`config.mk`:
```
export PLATFORM = sky130hd
export DESIGN_NAME = period_timer_ctrl
export DESIGN_NICKNAME = d
export VERILOG_FILES = /design/src/rtl/timer_pkg.sv /design/src/rtl/tick_prescaler.sv /design/src/rtl/period_timer_ctrl.sv
export SDC_FILE = /design/constraint.sdc
export NUM_CORES = 1
export LEC_CHECK = 0
export BUFFER_PORTS_ARGS = -buffer_cell sky130_fd_sc_hd__buf_2
export CAP_MARGIN = 20
export CORE_ASPECT_RATIO = 1.25
export CORE_MARGIN = 3
export CORE_UTILIZATION = 24
export CTS_CLUSTER_DIAMETER = 200
export DETAILED_ROUTE_END_ITERATION = 16
export GPL_TIMING_DRIVEN = 0
export PLACE_DENSITY_LB_ADDON = 0.08
export SLEW_MARGIN = 5
export SYNTH_ARGS = -nofsm -noshare
export SYNTH_HDL_FRONTEND = slang
export SYNTH_SLANG_ARGS = --single-unit
```
`constraint.sdc`:
```
create_clock -name clk -period 3.15 [get_ports clk]
set_input_delay 0.63 -clock clk [delete_from_list [all_inputs] [get_ports clk]]
set_output_delay 0.63 -clock clk [all_outputs]
set_load 0.02 [all_outputs]
```
`src/rtl/timer_pkg.sv`:
```
// timer_pkg: FSM state encoding and mode constants shared by the period timer.
package timer_pkg;
    localparam logic [0:0] ST_IDLE       = 1'b0;
    localparam logic [0:0] ST_RUN        = 1'b1;
    localparam logic       MODE_ONESHOT  = 1'b0;
    localparam logic       MODE_PERIODIC = 1'b1;
endpackage

```
`src/rtl/tick_prescaler.sv`:
```
// tick_prescaler: counts clk cycles while running and strobes tick when the count equals prescale.
module tick_prescaler #(
    parameter int PSC_W = 4
) (
    input  logic             clk,
    input  logic             rst,
    input  logic             run,
    input  logic             clr,
    input  logic [PSC_W-1:0] prescale,
    output logic             tick
);
    logic [PSC_W-1:0] psc_q, psc_d;

    assign tick = run && (psc_q == prescale);

    always_comb begin
        psc_d = (clr || tick) ? '0 : run ? PSC_W'(psc_q + 1'b1) : psc_q;
    end

    always_ff @(posedge clk or negedge rst) begin
        if (!rst) psc_q <= '0;
        else      psc_q <= psc_d;
    end
endmodule

```
`src/rtl/period_timer_ctrl.sv`:
```
// period_timer_ctrl: one-shot/periodic tick timer with prescaler, stop abort and
// registered done/err pulses.
module period_timer_ctrl
    import timer_pkg::*;
#(
    parameter int WIDTH = 8,
    parameter int PSC_W = 4
) (
    input  logic             clk,
    input  logic             rst,
    input  logic             start,
    input  logic             stop,
    input  logic             mode,
    input  logic [WIDTH-1:0] period,
    input  logic [PSC_W-1:0] prescale,
    output logic             tick,
    output logic [WIDTH-1:0] count,
    output logic             busy,
    output logic             done,
    output logic             err
);
    logic [0:0]       state_q, state_d;
    logic             mode_q, mode_d;
    logic [WIDTH-1:0] period_q, period_d;
    logic [PSC_W-1:0] prescale_q, prescale_d;
    logic [WIDTH-1:0] count_q, count_d;
    logic             done_q, done_d;
    logic             err_q, err_d;
    logic             psc_clr;
    logic             last_tick;

    assign busy      = (state_q == ST_RUN);
    assign count     = count_q;
    assign done      = done_q;
    assign err       = err_q;
    assign last_tick = (count_q == period_q - WIDTH'(1));

    tick_prescaler #(.PSC_W(PSC_W)) u_psc (
        .clk      (clk),
        .rst      (rst),
        .run      (busy),
        .clr      (psc_clr),
        .prescale (prescale_q),
        .tick     (tick)
    );

    // stop beats start in IDLE and beats tick in RUN, so an abort never emits done
    always_comb begin
        state_d    = state_q;
        mode_d     = mode_q;
        period_d   = period_q;
        prescale_d = prescale_q;
        count_d    = count_q;
        done_d     = 1'b0;
        err_d      = 1'b0;
        psc_clr    = 1'b0;
        if (!busy) begin
            if (start && !stop) begin
                if (period == '0) begin
                    err_d = 1'b1;
                end else begin
                    state_d    = ST_RUN;
                    mode_d     = mode;
                    period_d   = period;
                    prescale_d = prescale;
                    count_d    = '0;
                    psc_clr    = 1'b1;
                end
            end
        end else if (stop) begin
            state_d = ST_IDLE;
            count_d = '0;
            psc_clr = 1'b1;
        end else if (tick) begin
            count_d = last_tick ? '0 : WIDTH'(count_q + 1'b1);
            done_d  = last_tick;
            state_d = (last_tick && mode_q == MODE_ONESHOT) ? ST_IDLE : ST_RUN;
        end
    end

    always_ff @(posedge clk or negedge rst) begin
        if (!rst) begin
            state_q    <= ST_IDLE;
            mode_q     <= MODE_ONESHOT;
            period_q   <= '0;
            prescale_q <= '0;
            count_q    <= '0;
            done_q     <= 1'b0;
            err_q      <= 1'b0;
        end else begin
            state_q    <= state_d;
            mode_q     <= mode_d;
            period_q   <= period_d;
            prescale_q <= prescale_d;
            count_q    <= count_d;
            done_q     <= done_d;
            err_q      <= err_d;
        end
    end
endmodule
```
[Word-level counts from Yosys, hierarchy flattened]
Cells that the tools add are included.
Cells by class
  add/sub/neg operators: 3
  multiply operators: 0
  div/mod/pow operators: 0
  $lt $le $gt $ge: 0
  equal/unequal tests: 4
  shifts and indexed selects: 0
  muxes and demuxes: 22
  bitwise operators: 3
  reduce and logical (&&, ||, !) cells: 10
Operators with widths (number)
  $mux W8: 6
  $mux W1: 14
  $add A8 B1 Y8 const B: 1
  $eq A8 B8 Y1: 1
  $logic_not A8 Y1: 1
  $mux W4: 2
  $sub A8 B1 Y8 const B: 1
  $reduce_and A3 Y1: 2
  $add A4 B1 Y4 const B: 1
  $eq A4 B4 Y1: 1
  $reduce_bool A2 Y1: 2
  $logic_and A1 B1 Y1: 3
  $ne A3 B2 Y1 const B: 1
  $not A1 Y1: 3
  $ne A2 B2 Y1 const B: 1
  $logic_not A1 Y1: 1
  $logic_or A1 B1 Y1: 1
Storage, ports and cells
  bits in registers: 28
  bits in latches: 0
  RAM bits: 0
  bits in read-only memories: 0
  output and inout bits: 12
  logic and storage cells: 50
  memories: 0

[Depth between registers and ports, before layout]
Gate-level depths: netlist of the first run.
  depth in word-level cells: 7
  gate-level depth with buffers: 8

[Cells and area by module]
Synthesis of the first run repeated with hierarchy kept, for this count alone.
Second synthesis, totals
  cell total of the unflattened synthesis: 175
  area, all modules: 1601.5 µm²
Modules (own cells, without submodules)
  period_timer_ctrl: times used 1, cells each 151, area an instance 1322.5 µm²
  tick_prescaler: times used 1, cells each 24, area an instance 279.0 µm²

[Worst setup path before layout of the first run]
Ideal clock, no wire load.
  path type: register -> register
  start: register state_q, in the netlist busy
  end: register count_q[4], in the netlist count[4]
  library setup time: 65 ps
  data arrival time: 2223 ps
  required time: 3085 ps
  path slack: 862 ps
  cell stages (with the launch flop): 8
  buffers on the path: 1
  path through: dfrtp_1 > buf_2 > o21ai_0 > nor4b_2 > a211oi_1 > or3_1 > a21oi_1 > a21o_1
Between the ends
  longest elaborated chain between the ends: 3
  elaborated cells on any way between the ends: 6
Ends and longest elaborated chain
  start: declaration: RTL line period_timer_ctrl.sv:22  | logic [0:0] state_q, state_d;
  start signal: assignment: RTL line period_timer_ctrl.sv:91  | state_q <= state_d;
  $logic_and A1 B1 Y1: RTL line tick_prescaler.sv:14  | assign tick = run && (psc_q == prescale);
  named net tick: RTL line period_timer_ctrl.sv:16  | output logic tick,
  $ne A3 B2 Y1 (no line)
  $reduce_and A3 Y1 (no line)
  end signal: assignment: RTL line period_timer_ctrl.sv:95  | count_q <= count_d;
  end: declaration: RTL line period_timer_ctrl.sv:26  | logic [WIDTH-1:0] count_q, count_d;
The timed path passes the listed nets, and every way through them passes these cells.
A chain may end at the register's enable or synchronous reset.

[Final worst setup path of the first run]
  start: register period_q[0]
  end: register count_q[6], in the netlist count[6]
Between the ends
  longest elaborated chain between the ends: 6
Ends and longest elaborated chain
  start: declaration: RTL line period_timer_ctrl.sv:24  | logic [WIDTH-1:0] period_q, period_d;
  start signal: assignment: RTL line period_timer_ctrl.sv:93  | period_q <= period_d;
  $sub A8 B1 Y8: RTL line period_timer_ctrl.sv:36  | assign last_tick = (count_q == period_q - WIDTH'(1));
  $eq A8 B8 Y1: RTL line period_timer_ctrl.sv:36
  $mux W8: RTL line period_timer_ctrl.sv:75  | count_d = last_tick ? '0 : WIDTH'(count_q + 1'b1);
  $mux W8: RTL line period_timer_ctrl.sv:74  | end else if (tick) begin
  $mux W8: RTL line period_timer_ctrl.sv:70  | end else if (stop) begin
  $mux W8: RTL line period_timer_ctrl.sv:57  | if (!busy) begin
Every way passes these cells. The select of a mux whose other input is x is not followed.

==> results.yml, run 1 <==
status:
  outcome: "finished, final reports clean"
setup_path:
  worstSetupPathType: "flip-flop to flip-flop"
  cp.required_ns: 3.31
  reg2reg_from: "period_q[0]"
  rrSetupSlack_ns: 0.64
  worstPathMaxFanout: 3
  end_kind: "flip-flop"
  rr_worst_depth: 8
  worst_setup_path_start_kind: "flip-flop"
  worstReg2RegEnd: "count[6]"
  critPathArrivalTime_ns: 2.67
global_routing:
  grt_max_degree: 29
  grt_antenna_before_repair: 0
  grt_pass1_vias: 1351
  use_met2_pct: 20.8
  overflow: 0
  grt_use_met1_pct: 13.4
  busiest_layer: "met2"
  grt_pass1_wl_um: 6660
  grt_util_met3_pct: 1.76
  grt_usage_pct: 11.3
floorplanning:
  dieArea_mm2: 0.00755
  num_rows: 32
  ioPinCount: 29
  die_w_um: 78.3
  core-area_mm2: 0.00625
  initial_core_util_pct: 25.1
  chipHeight_um: 96.4
drt:
  vias: 1239
  via_per_inst: 4.66
  drc: 0
  wl_per_cell_um: 14.6
  drtIter0Drc: 41
  ant_nets: 0
  wirelength_um: 3880
  first_pass_iters: 4
pwr:
  vdd_drop_max_mv: 0.220
  pwr-share-clk_pct: 28.5
  seqPwrFrac_pct: 46.3
  p_leak_nw: 0.807
  p_switching_uw: 327
  p_int_uw: 707
  finalPower_mw: 1.03
  pwr_density_cell_mw_per_mm2: 548
  switching_share_pct: 31.6
  combPwrFrac_pct: 25.2
sta:
  slew_violations: 0
  fin_crit_sh_pct: 79.8
  slew_headroom_pct: 42.4
  clock_skew_ns: 0.00492
  worst_pin_slew_ns: 0.858
  tns_ns: 0
  final_hold_viol_count: 0
  fin_crit_ns: 2.51
  rsz0062_at_grt: "false"
  setup_violations: 0
  fmax_mhz: 398
clocking:
  cts_sinks: 28
  cts_hold_buf: 0
  path_clk_slew_ns: 0.11
  worstSkewPairLatency_ns: 0.28
  ctsHtreeMaxLevel: 1
  post_cts_resized: 0
  root_buffer: "clkbuf_8"
  post_cts_buffers: 0
  cts-buffers-inserted: 3
  cts_buffer_depth: 2
  cts_tree: "done"
synthesis:
  synth_top_area_share_pct: 44.7
  syn_area_mm2: 0.00157
  synth.distinct_cells: 46
  postSynthAreaPerCell_um2: 10.5
  synthTopCellsByArea: "dfrtp_1, mux2_2, nand2_1, xnor2_1, o21ai_0"
  async_reset_ff_share_pct: 100
  synth_edf_count: 0
  synth_flop_cell: "dfrtp_1"
  syn_inst: 149
  synth_most_common_cell: "dfrtp_1"
  yosysTopAreaCell: "dfrtp_1"
  yosys-top-cells-count: "dfrtp_1, nand2_1, o21ai_0"
  yosys_warnings: 0
  ys_ff_latch: 28
  synth_nets: 169
  ys_seq_area_share_pct: 44.7
cells_and_area:
  synthToLayoutAreaGrowth_pct: 20.3
  n_antenna_cell: 0
  nets: 202
  drive_gt1_share_pct: 29.8
place:
  dp_hpwl_um: 2880
  globalplace.congestion: 0.741
  io_buffer_count: 28
job:
  max_cap_violations: 0
min_path:
  hp-class: "input pin to asynchronous set/reset pin"
-- layout by cell type, fill, tap and decap left out, types with 2 or more instances in the layout --
| cell | synthesis | layout |
|---|---|---|
| buf_2 | 1 | 29 |
| dfrtp_1 | 28 | 28 |
| nand2_1 | 21 | 21 |
| o21ai_0 | 11 | 11 |
| mux2_2 | 10 | 10 |
| nor2_1 | 9 | 9 |
| xnor2_1 | 9 | 9 |
| inv_1 | 6 | 6 |
| a21oi_1 | 4 | 4 |
| xor2_1 | 3 | 3 |
| nor4_1 | 3 | 3 |
| ha_1 | 3 | 3 |
| clkbuf_8 | 0 | 3 |
| mux2i_1 | 2 | 2 |
| nor3_1 | 2 | 2 |
| and3_1 | 2 | 2 |
| nand3_1 | 2 | 2 |
| or2_2 | 2 | 2 |
| nand2b_1 | 2 | 2 |
| o2bb2ai_1 | 2 | 2 |
-- state kept, by name (all words and copies together), names as in the netlist --
name,flops
count,8
busy,1
period_q,8
u_psc.psc_q,4
err,1
done,1
mode_q,1
prescale_q,4
-- how the worst max path moves through the flow --
stage,start,endpoint,cells past startpoint
3_5_place_dp,period[3],count[4],7
3_3_place_gp,period[3],count[4],7
5_1_grt,period_q[0],count[6],8
2_1_floorplan,busy,count[4],7
4_1_cts,period_q[0],count[6],7
6_report,period_q[0],count[6],8
-- power groups by stage --
stage | registers, mW | logic, mW | clock network (mW)
after floorplan | 0.473 | 0.193 | 0
final | 0.479 | 0.261 | 0.295
after CTS | 0.480 | 0.265 | 0.304
after global placement | 0.483 | 0.255 | 0
after global routing | 0.488 | 0.303 | 0.318
after detailed placement | 0.487 | 0.264 | 0
-- critical path, stage by stage (launching register included) --
cell and delay (ns):
dfrtp_1 0.40, inv_1 0.07, ha_1 0.31, xnor2_1 0.13, a2111oi_0 0.38, o21ai_0 0.26
nor4_1 0.51, nand4b_1 0.24, o311ai_4 0.10
-- area by class of cell --
cell class	count	area, um2
plain buffers	3	18.8
clock buffers	3	41.3
clock inverters	1	30.0
fillers	690	4360
inverters	6	22.5
multi-input cells	112	827
flip-flops and latches	28	701
well taps	85	106
repair buffers	28	140
-- metrics by stage --
stage | hold slack, ns | cell area (um2) | util (%) | setup WS [ns] | std cells
final | 0.376 | 1890 | 30.2 | 0.637 | 266
after global routing | 0.426 | 1890 | 30.2 | 0.230 | 266
after CTS | 0.402 | 1890 | 30.2 | 0.613 | 266
after detailed placement | 0.505 | 1820 | 29.1 | 0.375 | 262
after global placement | 0.497 | 1820 | 29.1 | 0.419 | 262
after floorplan | 0.334 | 1570 | - | 0.862 | 149
-- layer usage --
| metal | share of wire (%) | wire length, um | vias to the layer above |
|---|---|---|---|
| li1 | - | - | 603 |
| met1 | 44 | 1700 | 609 |
| met2 | 52 | 2030 | 25 |
| met3 | 3.0 | 117 | 2 |
| met4 | 0.98 | 38 | 0 |
| met5 | 0 | 0 | - |
-- cells by family after synthesis --
group,Yosys count,synth area share (%)
flops,28,44.7
fa+ha+maj,3,2.39
buf+inv,9,2.63
xor+xnor,12,6.70
compound gates,31,15.9
mux,12,8.45
simple gates,54,19.3
Power figures use the tool's default switching activity.
==> inputs of run 2 (changes only) <==
==> constraint.sdc (replaced) <==
create_clock -name clk -period 2.4 [get_ports clk]
set_input_delay 0.48 -clock clk [delete_from_list [all_inputs] [get_ports clk]]
set_output_delay 0.48 -clock clk [all_outputs]
set_load 0.02 [all_outputs]
==> run 2 against run 1 <==
Net effect: first-iteration DRC count is 17% lower; hold slack worse by 0.15 ns; utilization is 1.3 points higher; worst setup slack worse by 0.49 ns; clock power is 32% higher; clock skew hardly changed; routed wire length is 0.75% higher; cell area is 4.3% higher; cell count is 0.75% higher; register-to-register slack worse by 0.48 ns.
==> results.yml, run 2 (synthesis results as in run 1) <==
place:
  io_buffer_count: 28
  globalplace.congestion: 0.741
  pre_cts_ws_ns: -0.225
  dp_hpwl_um: 2880
  dp.cells: 262
  dpl-instance-area_mm2: 0.00182
cells_and_area:
  layoutNonFillerInstCount: 268
  final_cell_mix: "buf_2, dfrtp_1, nand2_1"
  multi_input_area_um2: 892
  synthToLayoutAreaGrowth_pct: 25.4
  n_fill_cell: 680
  seqCellArea_um2: 701
  nets: 204
  post-route-util_pct: 31.5
  design_area_mm2: 0.00197
  drive_gt1_share_pct: 34.4
  final_common_cell: "buf_2"
  n_antenna_cell: 0
floorplanning:
  core-area_mm2: 0.00625
  ioPinCount: 29
  die_w_um: 78.3
  dieArea_mm2: 0.00755
  chipHeight_um: 96.4
  initial_core_util_pct: 25.1
  num_rows: 32
sta:
  holdWs_ns: 0.225
  slew_violations: 0
  slew_headroom_pct: 54.5
  fin_crit_ns: 2.25
  setup_ws_ns: 0.151
  setup_violations: 0
  fmax_mhz: 445
  fin_crit_sh_pct: 93.7
  worst_pin_slew_ns: 0.682
  clock_skew_ns: 0.00505
  rsz0062_at_grt: "true"
  final_hold_viol_count: 0
  tns_ns: 0
drt:
  first_pass_iters: 4
  ant_nets: 0
  wl_per_cell_um: 14.6
  drc: 0
  vias: 1238
  via_per_inst: 4.62
  wirelength_um: 3910
  drtIter0Drc: 34
job:
  max_cap_violations: 0
clocking:
  cts_buffer_depth: 2
  ctsHtreeMaxLevel: 1
  worstSkewPairLatency_ns: 0.28
  cts_tree: "done"
  cts-buffers-inserted: 3
  root_buffer: "clkbuf_8"
  cts_hold_buf: 0
  path_clk_slew_ns: 0.11
  cts_sinks: 28
setup_path:
  reg2reg_from: "count[3]"
  cp.required_ns: 1.92
  worstPathMaxFanout: 5
  end_kind: "primary output"
  rrSetupSlack_ns: 0.16
  worstReg2RegEnd: "count[6]"
  worstSetupPathType: "flip-flop to primary output"
  rr_worst_depth: 8
  crit_path_start: "u_psc.psc_q[0]"
  worst_setup_path_start_kind: "flip-flop"
  critPathArrivalTime_ns: 1.77
pwr:
  finalPower_mw: 1.42
  combPwrFrac_pct: 28.3
  pwr-share-clk_pct: 27.4
  p_int_uw: 952
  p_leak_nw: 0.831
  switching_share_pct: 33.0
  vdd_drop_max_mv: 0.301
  seqPwrFrac_pct: 44.3
  p_switching_uw: 468
  pwr_density_cell_mw_per_mm2: 722
global_routing:
  grt_pass1_vias: 1353
  grt_max_degree: 29
  overflow: 0
  grt_usage_pct: 11.3
  grt_pass1_wl_um: 6660
  grt_antenna_before_repair: 0
status:
  outcome: "finished, final reports clean"
min_path:
  hp-class: "input pin to asynchronous set/reset pin"
==> run 2: what timing repair did <==
action / CTS / global route
endpoints found under the hold margin: 0 / 0
pin swaps: 2 / 4
setup buffers: 1 / 1
gates resized for setup: 3 / 11
setup endpoints to repair: 10 / 13
==> run 2: layout make-up <==
| cell class | instances | area share (%) |
|---|---|---|
| multi-input cells | 112 | 45.3 |
| flip-flops and latches | 28 | 35.6 |
| repair buffers | 30 | 7.88 |
| well taps | 85 | 5.40 |
| clock buffers | 3 | 2.10 |
| clock inverters | 1 | 1.53 |
| inverters | 6 | 1.14 |
| plain buffers | 3 | 1.02 |
==> run 2: worst max path at each step <==
stage | slack, ns | endpoint | cells after the start
2_1_floorplan | 0.11 | count[4] | 7
3_3_place_gp | -0.18 | count[4] | 7
3_5_place_dp | -0.23 | count[4] | 7
4_1_cts | 0.01 | count[6] | 9
5_1_grt | -0.01 | count[0] | 8
6_report | 0.15 | tick | 3
==> run 2: routing by layer <==
layer | up-vias | wire length, um | track usage (%) | part of all wire, %
met4 | 0 | 38 | 3.64 | 0.97
met5 | - | 0 | 0 | 0
met2 | 22 | 2020 | 20.8 | 52
li1 | 604 | - | - | -
met1 | 610 | 1740 | 13.4 | 45
met3 | 2 | 109 | 1.76 | 2.8
==> run 2: worst max-delay path, cell delays in order (launching register included) <==
cell and delay (ns):
dfrtp_1 0.46, a222oi_1 0.40, nor4b_4 0.39, buf_2 0.24
==> run 2: power by group through the flow <==
stage	Sequential [mW]	Combinational, mW	Clock (mW)
2_1_floorplan	0.621	0.253	0
3_3_place_gp	0.635	0.334	0
3_5_place_dp	0.639	0.346	0
4_1_cts	0.631	0.355	0.399
5_1_grt	0.641	0.457	0.417
6_report	0.629	0.402	0.388
